## src/rtl/shaper_peak_detect.sv

```systemverilog
// Box (moving-sum) shaper over 2^WIN_LOG2 samples followed by a threshold-armed peak detector.
// Optional pileup re-arm during holdoff is enabled by defining SHAPER_PILEUP_DETECT_EN.
module shaper_peak_detect #(
  parameter int DATA_W           = 12,
  parameter int WIN_LOG2         = 3,
  parameter int SUM_W            = DATA_W + WIN_LOG2,
  parameter int SIZE_FILTER_DATA = 16,
  parameter int THRESHOLD        = 64,
  parameter int HOLDOFF          = 16
) (
  input  logic                        clk,
  input  logic                        reset,
  input  logic [DATA_W-1:0]           input_data,
  output logic [SIZE_FILTER_DATA-1:0] output_data,
  output logic [SUM_W-1:0]            peak_value,
  output logic                        peak_valid,
  output logic                        pileup
);

  localparam int L     = 1 << WIN_LOG2;
  localparam int CNT_W = $clog2(HOLDOFF + 1);
  localparam logic [SUM_W-1:0] TH        = SUM_W'(THRESHOLD);
  localparam logic [CNT_W-1:0] HOLD_INIT = CNT_W'(HOLDOFF - 1);

  typedef enum logic [1:0] {
    S_IDLE    = 2'd0,
    S_RISING  = 2'd1,
    S_HOLDOFF = 2'd2
  } state_t;

  logic [DATA_W-1:0] r_x;
  logic [DATA_W-1:0] r_dly [L];
  logic [SUM_W-1:0]  r_sum;
  logic [SUM_W:0]    w_sum_wide;

  state_t            r_state, w_state_nx;
  logic [SUM_W-1:0]  r_peak_reg, w_peak_reg_nx;
  logic [SUM_W-1:0]  r_peak_value, w_peak_value_nx;
  logic [CNT_W-1:0]  r_cnt, w_cnt_nx;
  logic              r_peak_valid, w_peak_valid_nx;
  logic              r_pileup, w_pileup_nx;
  logic              w_rise;

  // Sum never goes negative: the subtracted sample is always already inside it.
  assign w_sum_wide = {1'b0, r_sum}
                    + {{(SUM_W + 1 - DATA_W){1'b0}}, r_x}
                    - {{(SUM_W + 1 - DATA_W){1'b0}}, r_dly[L-1]};

  always_ff @(posedge clk or posedge reset) begin
    if (reset) begin
      r_x   <= '0;
      r_sum <= '0;
      for (int i = 0; i < L; i++) r_dly[i] <= '0;
    end else begin
      r_x      <= input_data;
      r_dly[0] <= r_x;
      for (int i = 1; i < L; i++) r_dly[i] <= r_dly[i-1];
      r_sum    <= w_sum_wide[SUM_W-1:0];
    end
  end

`ifdef SHAPER_PILEUP_DETECT_EN
  logic [SUM_W-1:0] r_sum_d1, r_sum_d2;

  always_ff @(posedge clk or posedge reset) begin
    if (reset) begin
      r_sum_d1 <= '0;
      r_sum_d2 <= '0;
    end else begin
      r_sum_d1 <= r_sum;
      r_sum_d2 <= r_sum_d1;
    end
  end

  assign w_rise = (r_sum > r_sum_d1) && (r_sum_d1 > r_sum_d2);
`else
  assign w_rise = 1'b0;
`endif

  always_ff @(posedge clk or posedge reset) begin
    if (reset) begin
      r_state      <= S_IDLE;
      r_peak_reg   <= '0;
      r_peak_value <= '0;
      r_cnt        <= '0;
      r_peak_valid <= 1'b0;
      r_pileup     <= 1'b0;
    end else begin
      r_state      <= w_state_nx;
      r_peak_reg   <= w_peak_reg_nx;
      r_peak_value <= w_peak_value_nx;
      r_cnt        <= w_cnt_nx;
      r_peak_valid <= w_peak_valid_nx;
      r_pileup     <= w_pileup_nx;
    end
  end

  always_comb begin
    w_state_nx      = r_state;
    w_peak_reg_nx   = r_peak_reg;
    w_peak_value_nx = r_peak_value;
    w_cnt_nx        = r_cnt;
    w_peak_valid_nx = 1'b0;
    w_pileup_nx     = 1'b0;
    case (r_state)
      S_IDLE: begin
        if (r_sum > TH) begin
          w_peak_reg_nx = r_sum;
          w_state_nx    = S_RISING;
        end
      end
      S_RISING: begin
        if (r_sum >= r_peak_reg) begin
          w_peak_reg_nx = r_sum;
        end else begin
          w_peak_value_nx = r_peak_reg;
          w_peak_valid_nx = 1'b1;
          w_cnt_nx        = HOLD_INIT;
          w_state_nx      = S_HOLDOFF;
        end
      end
      S_HOLDOFF: begin
        if (w_rise) begin
          w_pileup_nx   = 1'b1;
          w_peak_reg_nx = r_sum;
          w_state_nx    = S_RISING;
        end else if (r_cnt != '0) begin
          w_cnt_nx = r_cnt - CNT_W'(1);
        end else if (r_sum <= TH) begin
          // Re-arm only once the shaped signal has dropped back to threshold.
          w_state_nx = S_IDLE;
        end
      end
      default: w_state_nx = S_IDLE;
    endcase
  end

  assign output_data = SIZE_FILTER_DATA'(r_sum);
  assign peak_value  = r_peak_value;
  assign peak_valid  = r_peak_valid;
  assign pileup      = r_pileup;

endmodule

```

## config.mk

```make
export PLATFORM = sky130hd
export DESIGN_NAME = shaper_peak_detect
export DESIGN_NICKNAME = d
export VERILOG_FILES = /design/src/rtl/shaper_peak_detect.sv
export SDC_FILE = /design/constraint.sdc
export NUM_CORES = 1
export LEC_CHECK = 0
export ABC_AREA = 1
export CAP_MARGIN = 20
export CORE_MARGIN = 2
export CORE_UTILIZATION = 60
export CTS_BUF_LIST = sky130_fd_sc_hd__clkbuf_4
export DETAILED_ROUTE_END_ITERATION = 8
export GPL_TIMING_DRIVEN = 0
export PLACE_DENSITY = 0.77
export SKIP_CTS_REPAIR_TIMING = 1
export SLEW_MARGIN = 20
export SYNTH_ARGS = -nofsm -noshare
export SYNTH_HDL_FRONTEND = slang
export SYNTH_SLANG_ARGS = --single-unit
```

## constraint.sdc

```tcl
create_clock -name clk -period 7.1 [get_ports clk]
set_clock_uncertainty 0.2 [all_clocks]
set_input_delay 0.71 -clock clk [delete_from_list [all_inputs] [get_ports clk]]
set_output_delay 0.71 -clock clk [all_outputs]
set_load 0.05 [all_outputs]
```

==> results of run 1 <==
## critical path: cells and delay by family, from the launching register on
family	cells	cell delay, ns
compound gates	2	0.62
fa+ha+maj	2	0.88
buf+inv	2	0.16
flops	1	0.44
simple gates	5	0.52
## report_power, final
group / internal [mW] / switching [mW] / leakage (nW)
clock network: 0.211 / 0.304 / 0.143
registers: 1.10 / 0.130 / 1.91
logic: 0.568 / 1.00 / 1.62
## cells by family after synthesis
logic type	synth area share
compound gates	0.0319
xor+xnor	0.0153
fa+ha+maj	0.105
buf+inv	0.0658
flops	0.638
other cells	0.000594
simple gates	0.143
## path summary, 6_finish.rpt
kind	endpoint	slack [ns]	cells past startpoint
max in group asynchronous	r_dly[57]$_DFF_PP0_	5.53	3
min in group asynchronous	r_dly[85]$_DFF_PP0_	0.42	2
min	r_dly[65]$_DFF_PP0_	0.15	0
max reg2reg	r_sum[13]$_DFF_PP0_	4.18	11
min reg2reg	r_dly[65]$_DFF_PP0_	0.15	0
max	r_sum[13]$_DFF_PP0_	4.18	11
## routing by layer
layer | track usage | vias to the layer above | routed length, um | share of wire
met5 | 0 | - | 0 | 0
met4 | 0.0918 | 0 | 176 | 0.017
met3 | 0.0523 | 17 | 388 | 0.038
met2 | 0.328 | 74 | 4990 | 0.49
met1 | 0.260 | 1836 | 4570 | 0.45
li1 | - | 1884 | - | -
## final cells by class
cell class / count / area, um^2
flip-flops and latches: 161 / 4030
fillers: 777 / 3040
multi-input cells: 299 / 1870
repair buffers: 45 / 468
inverters: 95 / 364
well taps: 136 / 170
clock inverters: 14 / 139
clock buffers: 18 / 135
plain buffers: 8 / 58.8
## Yosys cell counts (5+ instances only)
| master | n |
|---|---|
| nor2_1 | 23 |
| nand4_1 | 6 |
| nand3_1 | 38 |
| buf_4 | 5 |
| inv_1 | 94 |
| ha_1 | 34 |
| xor2_1 | 7 |
| nand2_1 | 117 |
| fa_1 | 12 |
| a21oi_1 | 15 |
| o21ai_1 | 14 |
| dfrtp_1 | 161 |
## layout by cell type (no fill, tap or decap), types with 2 or more instances in the layout
master / Yosys / layout
clkinv_4: 0 / 3
xnor2_1: 4 / 4
nor2_1: 23 / 23
nand2_2: 2 / 2
inv_6: 0 / 2
conb_1: 1 / 2
nor3_1: 2 / 2
nor2_2: 3 / 3
inv_1: 94 / 93
or2_2: 2 / 2
o21ai_1: 14 / 14
nand4_1: 6 / 6
o21ai_0: 4 / 4
a21oi_1: 15 / 15
nand2_4: 2 / 2
buf_4: 5 / 5
fa_1: 12 / 12
a31oi_1: 2 / 2
dfrtp_1: 161 / 161
clkinv_1: 0 / 4
bufinv_16: 0 / 2
buf_2: 2 / 2
xor2_1: 7 / 7
nand3_1: 38 / 38
nand3b_1: 2 / 2
clkinvlp_4: 0 / 2
clkbuf_4: 0 / 18
nand2_1: 117 / 117
clkdlybuf4s50_1: 0 / 44
ha_1: 34 / 34
## metrics by stage
| stage | hold WS, ns | area [um^2] | utilization |
|---|---|---|---|
| 5_1_grt | 0.165 | 7240 | 0.704 |
| 3_5_place_dp | 0.135 | 6960 | 0.678 |
| 2_1_floorplan | 0.131 | 6320 | - |
| 4_1_cts | 0.159 | 7240 | 0.704 |
| 3_3_place_gp | 0.134 | 6930 | 0.674 |
| 6_report | 0.152 | 7240 | 0.704 |
==> flow_summary.yaml, run 1 <==
status:
  status: "finished, final reports clean"
global_routing:
  grt_pass1_wl_um: 17500
  grt_pass1_vias: 3898
  grt_max_degree: 87
  grt_antenna_before_repair: 0
  grt_overflow: 0
  grtUsageTotal: 0.202
setup_path:
  cp-end-kind: "register"
  critPathLaunch: "r_sum[2]$_DFF_PP0_"
  reg2reg_from: "r_sum[2]$_DFF_PP0_"
  cpPeakStageDelay_ns: 0.54
  crit_type: "register to register"
  cp_slowest_cell: "fa_1"
  cp_max_fo: 4
  crit_arrival_ns: 3.16
  worstPathRequired_ns: 7.34
  cp_common_cell: "nand2_1"
  worstPathCellList: "inv_1, fa_1, inv_1, ha_1, a21oi_1, nand2_1, a21boi_0, nand3b_1, nand2_1, nand2_1, nand2_1"
  cp-start-kind: "register"
timing:
  slew_headroom: 0.607
  hold_viol_final: 0
  tightest_slew_ns: 0.590
  rsz0062_at_grt: "false"
  setup_viol: 0
  final.setup.tns_ns: 0
  setup_ws_ns: 4.18
  finalCriticalPeriod_ns: 2.92
  post-route-period-util: 0.412
  fmax_mhz: 342
  drv_slew: 0
hold_path:
  hold_path.class: "register to register"
  hp-start: "r_dly[77]$_DFF_PP0_"
finish:
  syn2layout_area_growth_pct: 14.6
  regMostFlops: "r_dly"
  antennaDiodeCount: 0
  drive_above_1_share: 0.0813
  stdcell_count: 776
  largest_reg_flops: 96
  fin_nets: 687
power_and_ir_drop:
  p_total_mw: 3.31
  vdd_drop_max_mv: 0.257
  p_leak_nw: 3.67
  power_density_mw_per_mm2: 458
drt:
  drc: 0
  wl_per_cell_um: 13.1
  routed-via-count: 3811
  drtPass1Iterations: 4
  drtIter0Drc: 177
  ant_nets: 0
  finalWirelength_um: 10100
  via_per_inst: 4.91
cts:
  cts-root-buf: "clkbuf_4"
  cts_tree: "built"
  clkSinkCount: 161
  clock_latency_ns: 0.55
  clock_path_buffers: 2
  cts_max_level: 4
  clk_pin_slew_ns: 0.13
  numCtsBuffers: 17
yosys:
  yosysTopAreaCell: "dfrtp_1"
  ys_ff_latch: 161
  netlist_instances: 562
  synth_warnings: 0
  synth_edf_count: 0
  synth.top_cell.area_share: 0.638
  synth_cell_type_count: 33
  avgSynthCellArea_um2: 11.2
  seq_area_frac_synth: 0.638
  synth_flop_cell: "dfrtp_1"
  async_reset_ff_frac: 1.00
  synthesis.area_mm2: 0.00631
  synth_area_leaders: "dfrtp_1 64%, nand2_1 7.0%, ha_1 6.7%, inv_1 5.6%, fa_1 3.8%"
floorplanning:
  start_util: 0.614
  ios: 47
  coreArea_mm2: 0.0103
  die_h_um: 107
  die_w_um: 107
  fp-row-count: 37
  dieArea_mm2: 0.0114
placement:
  dp_cells: 744
  place_ws_ns: 4.24
  dp_hpwl_um: 7480
  portBuffers: 44
  routabilityCongestion: 0.828
job:
  drv_cap: 0
No activity file was read; power rests on OpenSTA's default activity.
==> run 2, diff against run 1 <==
--- a/config.mk
+++ b/config.mk
@@ -8,11 +8,11 @@
 export ABC_AREA = 1
 export CAP_MARGIN = 20
 export CORE_MARGIN = 2
-export CORE_UTILIZATION = 60
+export CORE_UTILIZATION = 54
 export CTS_BUF_LIST = sky130_fd_sc_hd__clkbuf_4
 export DETAILED_ROUTE_END_ITERATION = 8
 export GPL_TIMING_DRIVEN = 0
-export PLACE_DENSITY = 0.77
+export PLACE_DENSITY = 0.73
 export SKIP_CTS_REPAIR_TIMING = 1
 export SLEW_MARGIN = 20
 export SYNTH_ARGS = -nofsm -noshare
==> constraint.sdc (replaced) <==
create_clock -name clk -period 2.4 [get_ports clk]
set_clock_uncertainty 0.2 [all_clocks]
set_input_delay 0.24 -clock clk [delete_from_list [all_inputs] [get_ports clk]]
set_output_delay 0.24 -clock clk [all_outputs]
set_load 0.05 [all_outputs]
==> run 2 against run 1 <==
Effect of this change:
- clock-buffer cell count did not move
- via count rose by 4.5%
- critical path depth down 2
- flip-flop and latch count unchanged
- total power rose to 3.2 times the previous value
- non-clock buffer count is 37 higher
- worst setup slack worse by 4.1 ns
- die area is 11% higher
- largest cell class unchanged
- largest power group unchanged
==> flow_summary.yaml, run 2 (synthesized netlist as in run 1, its figures left out) <==
cts:
  cts-root-buf: "clkbuf_4"
  cts_max_level: 4
  clkSinkCount: 161
  clock_path_buffers: 2
  clock_latency_ns: 0.55
  cts_tree: "built"
  numCtsBuffers: 17
  clk_pin_slew_ns: 0.13
placement:
  routabilityCongestion: 0.817
  portBuffers: 44
  place_ws_ns: -0.0908
  dp_hpwl_um: 7880
  place_area_mm2: 0.00717
  dp_cells: 754
finish:
  drive_above_1_share: 0.198
  regMostFlops: "r_dly"
  syn2layout_area_growth_pct: 23.8
  fin_area_mm2: 0.00782
  antennaDiodeCount: 0
  stdcell_count: 820
  mostFrequentLayoutCell: "dfrtp_1"
  fin_nets: 724
  layout.cells.most_common_list: "149 x dfrtp_1, 113 x nand2_1, 80 x inv_1"
  largest_reg_flops: 96
  fin_util: 0.684
drt:
  drtPass1Iterations: 5
  finalWirelength_um: 10800
  via_per_inst: 4.86
  drtIter0Drc: 224
  wl_per_cell_um: 13.2
  ant_nets: 0
  drc: 0
  routed-via-count: 3983
power_and_ir_drop:
  p_leak_nw: 3.85
  vdd_drop_max_mv: 1.07
  clkPwrFrac: 0.133
  power_density_mw_per_mm2: 1380
  p_int_mw: 6.11
  sw_frac_of_total: 0.432
  combPwrFrac: 0.531
  p_sw_mw: 4.64
  power_frac_seq: 0.336
timing:
  post-route-period-util: 0.989
  setup_ws_ns: 0.0276
  hold_viol_final: 0
  tightest_slew_ns: 0.750
  finalCriticalPeriod_ns: 2.37
  slew_headroom: 0.499
  setup_viol: 0
  drv_slew: 0
  final.setup.tns_ns: 0
  fmax_mhz: 422
  rsz0062_at_grt: "true"
floorplanning:
  die_h_um: 112
  dieArea_mm2: 0.0126
  die_w_um: 112
  coreArea_mm2: 0.0114
  ios: 47
  start_util: 0.553
  fp-row-count: 39
setup_path:
  worstPathRequired_ns: 2.64
  reg2reg_depth: 9
  reg2reg_from: "r_sum[1]$_DFF_PP0_"
  cp-start-kind: "register"
  r2r_end: "r_sum[14]$_DFF_PP0_"
  crit_arrival_ns: 2.61
  reg2reg_slack_ns: 0.03
  cp-end-kind: "register"
  crit_type: "register to register"
  cp_max_fo: 4
global_routing:
  grt_overflow: 0
  grt_pass1_wl_um: 18300
  grt_pass1_vias: 3864
  grt_max_degree: 38
  grt_antenna_before_repair: 0
  grtUsageTotal: 0.188
hold_path:
  hold_path.class: "register to register"
  min_path_cells: 0
  hp-start: "r_dly[67]$_DFF_PP0_"
  holdPathEnd: "r_dly[55]$_DFF_PP0_"
job:
  drv_cap: 0
status:
  status: "finished, final reports clean"
[run 2: routing by layer]
layer / vias up / part of all wire / track usage
met1: 1934 / 0.46 / 0.252
met4: 0 / 0.018 / 0.0650
li1: 1952 / - / -
met5: - / 0 / 0
met2: 81 / 0.49 / 0.298
met3: 16 / 0.034 / 0.0535
[run 2: final cells by class]
class | instances | area [um^2]
Inverter | 95 | 360
Fill cell | 880 | 3600
Sequential cell | 161 | 4040
Clock inverter | 14 | 115
Buffer | 8 | 58.8
Multi-Input combinational cell | 299 | 2110
Tap cell | 143 | 179
Clock buffer | 18 | 135
Timing Repair Buffer | 82 | 816
[run 2: per-stage QoR]
stage               hold WS, ns  total power [mW]
detailed placement        0.135              8.75
global placement          0.132              8.57
floorplan                0.0714              7.41
CTS                      -0.140              10.2
finish                    0.141              10.8
global route              0.142              11.6
[run 2: worst max-delay path by stage]
stage / cells after the start / endpoint / slack (ns) / startpoint
CTS: 9 / r_sum[11]$_DFF_PP0_ / -0.11 / r_sum[5]$_DFF_PP0_
global route: 9 / r_sum[14]$_DFF_PP0_ / -0.12 / r_sum[1]$_DFF_PP0_
global placement: 2 / r_sum[10]$_DFF_PP0_ / -1.41 / reset
finish: 9 / r_sum[14]$_DFF_PP0_ / 0.03 / r_sum[1]$_DFF_PP0_
detailed placement: 9 / r_sum[11]$_DFF_PP0_ / -0.09 / r_sum[5]$_DFF_PP0_
floorplan: 1 / r_sum[0]$_DFF_PP0_ / -0.26 / reset
[run 2: worst max-delay path: stages, from the launching register on]
cell and delay, ns:
dfrtp_2 0.45, inv_2 0.07, fa_1 0.46, fa_2 0.45, o21ai_4 0.20, nand2_2 0.09, nand2_4 0.09, nand4_1 0.11
nand3b_1 0.11, nand2_1 0.05
[run 2: power by group through the flow]
stage / Combinational [mW] / Sequential (mW) / Clock, mW
floorplan: 2.92 / 4.49 / 0
global placement: 4.85 / 3.72 / 0
detailed placement: 5.01 / 3.74 / 0
CTS: 5.03 / 3.68 / 1.49
global route: 6.31 / 3.67 / 1.62
finish: 5.71 / 3.61 / 1.43
==> run 3, diff against run 2 <==
--- a/config.mk
+++ b/config.mk
@@ -6,6 +6,7 @@
 export NUM_CORES = 1
 export LEC_CHECK = 0
 export ABC_AREA = 1
+export ABC_CLOCK_PERIOD_IN_PS = 2400
 export CAP_MARGIN = 20
 export CORE_MARGIN = 2
 export CORE_UTILIZATION = 54
==> results of run 3 <==
Final layout, timing and power as in run 2 (identical DEF).
